## config.mk

```make
export PLATFORM = sky130hd
export DESIGN_NAME = simon_seq_ctrl
export DESIGN_NICKNAME = d
export VERILOG_FILES = /design/src/rtl/simon_seq_ctrl.sv
export SDC_FILE = /design/constraint.sdc
export NUM_CORES = 1
export LEC_CHECK = 0
export ABC_AREA = 1
export CAP_MARGIN = 20
export CORE_UTILIZATION = 58
export CTS_CLUSTER_DIAMETER = 40
export CTS_CLUSTER_SIZE = 24
export DETAILED_ROUTE_END_ITERATION = 8
export PLACE_DENSITY = 0.85
export SLEW_MARGIN = 20
export SYNTH_ARGS = -nofsm -noshare
export SYNTH_HDL_FRONTEND = slang
export SYNTH_SLANG_ARGS = --single-unit
export TNS_END_PERCENT = 1
```

## constraint.sdc

```tcl
create_clock -name clock -period 2.7 [get_ports clock]
set_clock_uncertainty 0.1 [all_clocks]
set_input_delay 0.54 -clock clock [delete_from_list [all_inputs] [get_ports clock]]
set_output_delay 0.54 -clock clock [all_outputs]
set_load 0.005 [all_outputs]
```

## src/rtl/simon_seq_ctrl.sv

```systemverilog
// Sequence-game control unit: draws the board, fills a random sequence,
// plays it back as flash/restore draws and checks player presses against it.
module simon_seq_ctrl #(
  parameter int unsigned NUM_TILES   = 4,
  parameter int unsigned TILE_PIXELS = 64,
  parameter int unsigned MAX_SEQ     = 16,
  parameter int unsigned LEN_EASY    = 3,
  parameter int unsigned LEN_NORMAL  = 6,
  parameter int unsigned LEN_HARD    = 9,
  parameter int unsigned HOLD_CYCLES = 8,
  parameter int unsigned GAP_CYCLES  = 4,
  localparam int unsigned TW = (NUM_TILES > 2) ? $clog2(NUM_TILES) : 1,
  localparam int unsigned PW = (TILE_PIXELS > 2) ? $clog2(TILE_PIXELS) : 1,
  localparam int unsigned SW = $clog2(MAX_SEQ + 1)
) (
  input  logic          clock,
  input  logic          resetn,
  input  logic          start_n,
  input  logic [1:0]    level,
  input  logic [TW-1:0] rand_tile,
  input  logic          press_valid,
  input  logic [TW-1:0] press_tile,
  output logic          ld_tile,
  output logic          ld_flash,
  output logic [TW-1:0] tile_num,
  output logic          write_en,
  output logic [PW-1:0] pixel_idx,
  output logic          rand_en,
  output logic [SW-1:0] seq_len,
  output logic [SW-1:0] seq_idx,
  output logic          busy,
  output logic          win,
  output logic          lose
);

  localparam int unsigned AW     = (MAX_SEQ > 2) ? $clog2(MAX_SEQ) : 1;
  localparam int unsigned WMAX   = (HOLD_CYCLES > GAP_CYCLES) ? HOLD_CYCLES : GAP_CYCLES;
  localparam int unsigned WW     = $clog2(WMAX + 1);
  localparam int unsigned L_EASY = (LEN_EASY   > MAX_SEQ) ? MAX_SEQ : LEN_EASY;
  localparam int unsigned L_NORM = (LEN_NORMAL > MAX_SEQ) ? MAX_SEQ : LEN_NORMAL;
  localparam int unsigned L_HARD = (LEN_HARD   > MAX_SEQ) ? MAX_SEQ : LEN_HARD;

  typedef enum logic [3:0] {
    BOOT, INIT_LOAD, INIT_DRAW, IDLE, GEN,
    PLAY_LOAD, PLAY_DRAW, HOLD, REST_LOAD, REST_DRAW, GAP, INPUT
  } state_t;

  state_t        state_q, state_d;
  logic [TW-1:0] tile_d;
  logic [PW-1:0] pix_d;
  logic [WW-1:0] wait_q, wait_d;
  logic [SW-1:0] idx_d, len_d;
  logic          win_d, lose_d;
  logic          mem_we;
  logic [TW-1:0] mem [MAX_SEQ];
  logic [TW-1:0] rand_mod, mem_cur, mem_nxt;
  logic [SW-1:0] level_len;
  logic          last_pix, last_idx;

  assign rand_mod = TW'(32'(rand_tile) % NUM_TILES);
  assign mem_cur  = mem[AW'(seq_idx)];
  assign mem_nxt  = mem[AW'(seq_idx + SW'(1))];
  assign last_pix = (pixel_idx == PW'(TILE_PIXELS - 1));
  assign last_idx = ((seq_idx + SW'(1)) == seq_len);

  always_comb begin
    case (level)
      2'd0:    level_len = SW'(L_EASY);
      2'd1:    level_len = SW'(L_NORM);
      2'd2:    level_len = SW'(L_HARD);
      default: level_len = SW'(MAX_SEQ);
    endcase
  end

  // Sequence memory: no reset, written only while generating.
  always_ff @(posedge clock) begin
    if (mem_we) mem[AW'(seq_idx)] <= rand_mod;
  end

  // Next-state and next-register values.
  always_comb begin
    state_d = state_q;
    tile_d  = tile_num;
    pix_d   = pixel_idx;
    wait_d  = wait_q;
    idx_d   = seq_idx;
    len_d   = seq_len;
    win_d   = win;
    lose_d  = lose;
    mem_we  = 1'b0;
    case (state_q)
      BOOT: begin
        if (!start_n) begin
          tile_d  = '0;
          state_d = INIT_LOAD;
        end
      end
      INIT_LOAD: begin
        pix_d   = '0;
        state_d = INIT_DRAW;
      end
      INIT_DRAW: begin
        pix_d = pixel_idx + PW'(1);
        if (last_pix) begin
          pix_d = '0;
          if (tile_num == TW'(NUM_TILES - 1)) begin
            state_d = IDLE;
          end else begin
            tile_d  = tile_num + TW'(1);
            state_d = INIT_LOAD;
          end
        end
      end
      IDLE: begin
        if (!start_n) begin
          len_d   = level_len;
          win_d   = 1'b0;
          lose_d  = 1'b0;
          idx_d   = '0;
          state_d = GEN;
        end
      end
      GEN: begin
        mem_we = 1'b1;
        if (last_idx) begin
          idx_d   = '0;
          // mem[0] is still being written when the sequence has length 1
          tile_d  = (seq_idx == '0) ? rand_mod : mem[0];
          state_d = PLAY_LOAD;
        end else begin
          idx_d = seq_idx + SW'(1);
        end
      end
      PLAY_LOAD: begin
        pix_d   = '0;
        state_d = PLAY_DRAW;
      end
      PLAY_DRAW: begin
        pix_d = pixel_idx + PW'(1);
        if (last_pix) begin
          pix_d   = '0;
          wait_d  = '0;
          state_d = HOLD;
        end
      end
      HOLD: begin
        wait_d = wait_q + WW'(1);
        if (wait_q == WW'(HOLD_CYCLES - 1)) state_d = REST_LOAD;
      end
      REST_LOAD: begin
        pix_d   = '0;
        state_d = REST_DRAW;
      end
      REST_DRAW: begin
        pix_d = pixel_idx + PW'(1);
        if (last_pix) begin
          pix_d   = '0;
          wait_d  = '0;
          state_d = GAP;
        end
      end
      GAP: begin
        wait_d = wait_q + WW'(1);
        if (wait_q == WW'(GAP_CYCLES - 1)) begin
          if (last_idx) begin
            idx_d   = '0;
            state_d = INPUT;
          end else begin
            idx_d   = seq_idx + SW'(1);
            tile_d  = mem_nxt;
            state_d = PLAY_LOAD;
          end
        end
      end
      INPUT: begin
        if (press_valid) begin
          if (press_tile != mem_cur) begin
            lose_d  = 1'b1;
            state_d = IDLE;
          end else if (last_idx) begin
            win_d   = 1'b1;
            state_d = IDLE;
          end else begin
            idx_d = seq_idx + SW'(1);
          end
        end
      end
      default: state_d = BOOT;
    endcase
  end

  // State register; strobes are registered from the next state.
  always_ff @(posedge clock) begin
    if (!resetn) begin
      state_q   <= BOOT;
      tile_num  <= '0;
      pixel_idx <= '0;
      wait_q    <= '0;
      seq_idx   <= '0;
      seq_len   <= SW'(L_EASY);
      win       <= 1'b0;
      lose      <= 1'b0;
      ld_tile   <= 1'b0;
      ld_flash  <= 1'b0;
      write_en  <= 1'b0;
      rand_en   <= 1'b0;
      busy      <= 1'b0;
    end else begin
      state_q   <= state_d;
      tile_num  <= tile_d;
      pixel_idx <= pix_d;
      wait_q    <= wait_d;
      seq_idx   <= idx_d;
      seq_len   <= len_d;
      win       <= win_d;
      lose      <= lose_d;
      ld_tile   <= (state_d == INIT_LOAD) || (state_d == REST_LOAD);
      ld_flash  <= (state_d == PLAY_LOAD);
      write_en  <= (state_d == INIT_DRAW) || (state_d == PLAY_DRAW) || (state_d == REST_DRAW);
      rand_en   <= (state_d == GEN);
      busy      <= (state_d != BOOT) && (state_d != IDLE);
    end
  end

endmodule

```

======== Word level (Yosys, flattened, before mapping) ========
Memory sizes are Yosys's and may differ from the RTL's. A register that Yosys moved wholly into a read port is not among the register bits.
Cells that the tools add are included.
storage, ports and cells
  memories kept ........................... 1
  RAM bits ................................ 32
  output and inout port bits .............. 25
  logic and storage cells ................. 129
  bits of input ports ..................... 10
  bits in registers ....................... 33
memory list
  memory  depth  width  read ports  clocked after Yosys merged registers in  wr ports  line  RTL
  mem     16     2      3           1                                        1         55    logic [TW-1:0] mem [MAX_SEQ];
operators by class
  reductions and logical operators ........ 23
  equal/unequal tests ..................... 40
  bitwise gates (word level) .............. 1
  muxes and demuxes ....................... 47
  $add $sub $neg .......................... 4
operators with widths
  operator             count
  $mux 4               15
  $pmux 4 s12          1
  $eq 4x3->1 const B   8
  $mux 5               6
  $eq 4x4->1 const B   6
  $ne 2x2->1 const B   12
  $pmux 5 s4           1
  $eq 4x2->1 const B   4
  $mux 2               8
  $pmux 5 s3           1
  $pmux 6 s2           1
  $reduce_bool 4->1    3
  $mux 1               9
  $eq 4x1->1 const B   2
  $pmux 2 s4           1
  $pmux 4 s2           1
  $reduce_and 7->1     1
  $add 6x1->6 const B  1
  $eq 6x6->1 const B   1
  $mux 6               1
  $reduce_and 6->1     1
  $reduce_bool 2->1    3
  $reduce_or 3->1      2
  $add 5x1->5 const B  1
  other kinds (19)     25

======== Depth between registers and ports, before layout ========
Gate-level depths: netlist of run 1.
  depth in word-level cells ............... 9
  depth in mapped cells ................... 16
  mapped depth without buffers ............ 15

======== Worst setup path before layout of run 1 ========
No wires, ideal clock.
  path type ............................... reg2reg
  from .................................... register seq_idx[0]
  to ...................................... register (tool-made name)
  data required time ...................... 2.468 ns
  setup slack ............................. 0.275 ns
  arrival time ............................ 2.193 ns
  path buffers ............................ 3
  stages on the path, launching flop included .. 17
  cell sequence ........................... dfxtp_1 buf_2 inv_1 buf_4 ha_1 clkbuf_2 inv_1 nand2_1 nand4_1 nor2_4 nand3_4 nor2_2 nor2_4 nand3_4 nand2_1 nand2_1 nor2_1
RTL lines
  item                    line  RTL
  start, declared         30    output logic [SW-1:0] seq_idx,
  start signal, assigned  213   seq_idx <= idx_d;

======== Worst setup path in the final report of run 1 ========
  from .................................... register seq_idx[1]
  to ...................................... register seq_idx[1]
on the way
  cells in the longest elaborated chain, start to end .. 5
ends and longest elaborated chain
  item                                         line           RTL
  $add 5x1->5 *                                n/a
  $eq 5x5->1 / $mux 5 (equally long branches)  64, 180
  $mux 5, on equally long branches             125, 165, 177
  $mux 5, on equally long branches             164, 176
  $pmux 5 s4                                   91             case (state_q)
Every way passes the cells marked *; elsewhere a longest branch is shown, timed or not. The select of a mux whose other input is x is not followed.
A chain may end at the register's enable or synchronous reset.

==> impl_metrics.yaml, run 1 <==
run_status:
  run_status: "complete, but fails checks"
  violations: "design-rule violations"
logic_synthesis:
  synth_area_um2: 3930
  synth_edf_count: 32
  yosysTopAreaCell: "edfxtp_1"
  synth.area.top_cells: "edfxtp_1 24%, dfxtp_1 19%, nand2_1 12%, inv_1 7.3%, nor2_1 6.5%"
  synth_top_area_share_pct: 24.5
  yosysUniqueCellTypes: 43
  syn_area_per_cell_um2: 7.43
  yosys_most_used_dff: "dfxtp_1"
  syn_nets: 546
  ys_seq_elements: 69
  synthCells: 529
  ys_seq_area_share_pct: 43.3
  yosysWarnings: 0
  synthMostInstantiatedCell: "nand2_1"
  synthArstFlopShare_pct: 0
  synth_common_cells: "124 x nand2_1, 76 x inv_1, 68 x nor2_1"
floorplanning:
  die_w_um: 84.3
  row_count: 29
  dieHeight_um: 84.3
  io_pins: 35
  core_area_um2: 6460
  start_util_pct: 60.8
  die-area_um2: 7110
timing:
  finalCritPeriodShare_pct: 86.2
  rsz0062_at_grt: "false"
  finalMaxSlewViolations: 0
  hold_viol_final: 0
  relSlewSlack_pct: 60.0
  hold_ws_ns: 0.359
  fmax_ghz: 0.430
  worst_slew_pin_slew_ns: 0.598
  final-setup-viol-count: 0
  fin_ws_ns: 0.373
  tns_ns: 0
  fin_crit_ns: 2.33
critical_path:
  cp.depth: 13
  path_cells: "inv_1, ha_1, inv_1, nand2_1, nand4_1, nor2_4, nand3_4, nor2_2, nor2_4, nand3_4, nand2_1, nand2_1, nor2_1"
  cp_slowest_cell: "dfxtp_1"
  cp-end-kind: "register"
  crit_path_frequent_cell: "nand2_1"
  max_stage_delay_ns: 0.43
  start_kind: "register"
  crit_arrival_ns: 2.43
  required_ns: 2.80
  cp_top_family: "simple AND/OR/NAND/NOR gates"
  r2r_slack_ns: 0.37
  ff2ff_path_depth: 13
  cp_max_fo: 8
  crit_type: "register to register"
  path_buf_inv: 2
cells_and_area:
  drive_gt1_share_pct: 8.92
  num-nets-final: 584
  stdcell_count: 649
  fill_cells: 513
  diodes: 0
  final_cell_area_um2: 4530
  utilization_pct: 70.1
  synthToLayoutAreaGrowth_pct: 15.3
flow_run:
  drv_cap: 0
route:
  viasPerCell: 5.87
  drt_iter0_markers: 456
  wl_um: 10300
  firstDrtPassIters: 9
  drcViolationCount: 4
  vias: 3810
  ant_nets: 0
  wl_per_cell_um: 15.8
pwr:
  ir_drop_mv: 0.302
  total_power_mw: 2.35
  leakage_nw: 1.93
  power_density_nw_per_um2: 518
placement:
  place_ws_ns: 0.429
  gp_congestion: 0.979
  port_buffers: 34
  dp_hpwl_um: 7300
  dp_cells: 633
  place_area_um2: 4330
cts:
  cts-buffers-inserted: 9
  clk_pin_slew_ns: 0.07
  hold_buffers: 0
  postCtsSetupBuffers: 0
  clkSinkCount: 69
  clock_latency_ns: 0.35
  cts_buffer_depth: 2
  cts.htree.levels: 3
  cts_tree: "done"
  ctsRootBufferMaster: "clkbuf_8"
  cts_resized: 0
global_route:
  grtUsageTotal_pct: 30.4
  antenna_found_initial: 0
  grt_overflow: 0
  grt_pass1_wl_um: 16500
  grt_pass1_vias: 3472
  grt_max_degree: 20
min_path:
  hold_path_class: "register to register"
  hold-path-cell-count: 2
==> per-layer routing <==
| metal | routed length [um] | global-route usage [%] |
|---|---|---|
| met5 | 0 | 0 |
| met3 | 996 | 4.62 |
| met1 | 4270 | 40.4 |
| met4 | 386 | 15.8 |
| met2 | 4630 | 48.4 |
==> cell families after synthesis <==
kind of cell | Yosys count | synth area share, %
XOR/XNOR | 2 | 0.924
buffers and inverters | 97 | 10.3
AND/OR/NAND/NOR | 282 | 32.4
AO/OA/AOI/OAI | 72 | 10.9
flip-flops | 69 | 43.3
adder cells (fa/ha/maj) | 7 | 2.23
==> path summary, 6_finish.rpt <==
| check | from | end |
|---|---|---|
| setup / recovery | seq_idx[1] | seq_idx[1] |
| hold / removal | win | win |
| setup reg to reg | seq_idx[1] | seq_idx[1] |
| hold reg to reg | win | win |
==> cells in the final DEF, fill, tap and decap left out, drive strengths merged, types with 7 or more instances in the layout <==
| cell | count |
|---|---|
| nand2 | 130 |
| inv | 83 |
| nor2 | 76 |
| nand3 | 53 |
| dfxtp | 37 |
| clkdlybuf4s50 | 34 |
| edfxtp | 32 |
| o21ai | 30 |
| a21oi | 25 |
| clkbuf | 13 |
| nand4 | 10 |
| buf | 8 |
| ha | 7 |
| nor3 | 7 |
| o211ai | 7 |
==> sequential cells by signal, indices dropped and copies added (netlist names), 2 cells and up, named ones only <==
signal / cells
tile_num: 2
wait_q: 4
pixel_idx: 6
state_q: 4
seq_idx: 5
seq_len: 5
mem: 32
==> where the power goes <==
group	leakage (nW)	total (mW)	switching, mW	internal, mW
clock	0.105	0.827	0.389	0.438
combinational	1.24	0.373	0.227	0.146
sequential	0.587	1.15	0.0277	1.12
total	1.93	2.35	0.644	1.70
==> cell type report <==
class                      instances  area [um2]  area share (%)
clock buffer                      13         180            3.98
clock inverter                     3        16.3           0.359
inverter                          82         310            6.85
multi-input combinational        363        1820            40.3
sequential                        69        1700            37.6
tap                               77        96.3            2.13
timing repair buffer              42         400            8.84
==> tightest hold or removal path: cells and delay by family (launching register included) <==
family	cells	cell delay [ns]
flops	1	0.32
buf+inv	1	0.05
compound gates	1	0.05
No activity file was read; power rests on OpenSTA's default activity.
==> run 2: changes to the inputs <==
CTS_CLUSTER_DIAMETER = 50   (was 40)
==> results of run 2 <==
No change in the layout: final DEF, timing and power equal those of run 1.
==> run 3: changes to the inputs <==
GPL_TIMING_DRIVEN = 0   (was not set)
clock period = 2.16 ns   (was 2.7 ns; I/O delays follow)
==> run 3 against run 2 <==
- the flow finishes with violations (design-rule violations, negative setup slack)
- global-route usage shrank 0.18 points
- critical path depth grew 1
- largest cell class unchanged
- first-iteration DRC count decreased by 19%
- clock power rose by 14%
- setup slack worse by 0.38 ns
- fmax increased by 7.4%
==> impl_metrics.yaml, run 3 (synthesis gave the netlist of run 1 again) <==
global_route:
  grtUsageTotal_pct: 30.2
  grt_overflow: 0
  grt_max_degree: 18
  grt_pass1_wl_um: 16800
  antenna_found_initial: 0
  grt_pass1_vias: 3481
critical_path:
  cp_slowest_cell: "dfxtp_4"
  max_stage_delay_ns: 0.38
  cp_max_fo: 8
  path_cells: "buf_8, clkinv_8, ha_4, inv_4, nand2_2, nand4_1, nor2_4, nand3_4, nand2_2, nand3_2, nor2_4, nand3_2, nor2_1, nor2_1"
  crit_arrival_ns: 2.29
  cp-end-kind: "register"
  ff2ff_path_depth: 14
  start_kind: "register"
  required_ns: 2.28
  crit_type: "register to register"
cells_and_area:
  mostFrequentLayoutCells: "121 x nand2_1, 74 x inv_1, 66 x nor2_1, 49 x nand3_1, 35 x dfxtp_1"
  drive_gt1_share_pct: 14.4
  largest_registers: "mem x32, pixel_idx x6"
  synthToLayoutAreaGrowth_pct: 21.1
  largest_reg_flops: 32
  num-nets-final: 604
  layout_commonest_cell: "nand2_1"
  utilization_pct: 73.6
  final_cell_area_um2: 4760
  diodes: 0
  top_register: "mem"
timing:
  finalMaxSlewViolations: 0
  tns_ns: -0.0101
  rsz0062_at_grt: "true"
  fin_ws_ns: -0.00647
  relSlewSlack_pct: 61.2
  fin_crit_ns: 2.17
  finalCritPeriodShare_pct: 100
  hold_ws_ns: 0.358
  hold_viol_final: 0
  worst_slew_pin_slew_ns: 0.580
  final-setup-viol-count: 3
  fmax_ghz: 0.462
route:
  ant_nets: 0
  drt_iter0_markers: 368
  dr_wl_met2_um: 4710
  top_layer: "met4"
  vias: 3790
  dr_wl_met3_um: 1110
  met1_length_um: 4410
  viasPerCell: 5.67
  wl_um: 10500
  wl_per_cell_um: 15.7
  drcViolationCount: 2
  firstDrtPassIters: 7
floorplanning:
  die_w_um: 84.3
  row_count: 29
  io_pins: 35
  dieHeight_um: 84.3
  die-area_um2: 7110
  start_util_pct: 60.8
  core_area_um2: 6460
pwr:
  leakage_nw: 2.03
  power_density_nw_per_um2: 609
  ir_drop_mv: 0.480
run_status:
  violations: "design-rule violations, negative setup slack"
  run_status: "complete, but fails checks"
placement:
  place_area_um2: 4410
  port_buffers: 34
  gp_congestion: 1.01
  place_ws_ns: -0.388
  dp_hpwl_um: 7510
cts:
  clock_latency_ns: 0.35
  cts_buffer_depth: 2
  clkSinkCount: 69
  cts_tree: "done"
  ctsRootBufferMaster: "clkbuf_8"
  clk_pin_slew_ns: 0.09
  cts.htree.levels: 3
  cts-buffers-inserted: 9
min_path:
  hold_path_class: "register to register"
  hold-path-cell-count: 2
flow_run:
  drv_cap: 0
[run 3: cell count changes in the layout (fill, tap and decap cells not counted), sizes merged]
| cell | previous run | this run |
|---|---|---|
| inv | 83 | 82 |
| clkbuf | 13 | 15 |
| clkinvlp | 0 | 2 |
| clkinv | 2 | 5 |
| buf | 8 | 22 |
[run 3: where the power goes]
group / switching [mW] / internal [mW] / leakage (nW)
clock network: 0.524 / 0.419 / 0.0834
logic: 0.316 / 0.214 / 1.35
registers: 0.0259 / 1.40 / 0.589
total: 0.867 / 2.03 / 2.03
[run 3: worst paths after layout]
| check | from | to | slack, ns |
|---|---|---|---|
| max | seq_idx[0] | busy | -0.006 |
| min | win | win | 0.36 |
| max reg2reg | seq_idx[0] | busy | -0.006 |
| min reg2reg | win | win | 0.36 |
[run 3: critical path: cells and delay by family, from the launching register on]
| kind | cells | cell delay (ns) |
|---|---|---|
| simple gates | 10 | 1.04 |
| fa+ha+maj | 1 | 0.30 |
| flops | 1 | 0.38 |
| buf+inv | 3 | 0.23 |
[run 3: routing by layer]
metal | track usage [%] | vias up
li1 | - | 1843
met5 | 0 | -
met1 | 41.6 | 1703
met3 | 7.67 | 28
met2 | 46.6 | 216
met4 | 10.5 | 0
[run 3: cell type report]
class | instances | area (um2)
plain buffers | 13 | 97.6
clock buffers | 9 | 124
well taps | 77 | 96.3
multi-input cells | 363 | 1900
fillers | 502 | 1700
repair buffers | 49 | 457
flip-flops and latches | 69 | 1710
inverters | 82 | 325
clock inverters | 7 | 51.3
[run 3: what timing repair did]
item,in CTS,in global routing
setup endpoints to repair,21,18
setup buffers,7,8
hold buffers,0,0
resized for setup,7,19
pin swaps,6,9
[run 3: metrics by stage]
stage,total power [mW],cells
2_1_floorplan,1.77,529
3_3_place_gp,1.93,640
4_1_cts,2.87,661
3_5_place_dp,1.94,640
6_report,2.90,669
5_1_grt,3.01,669
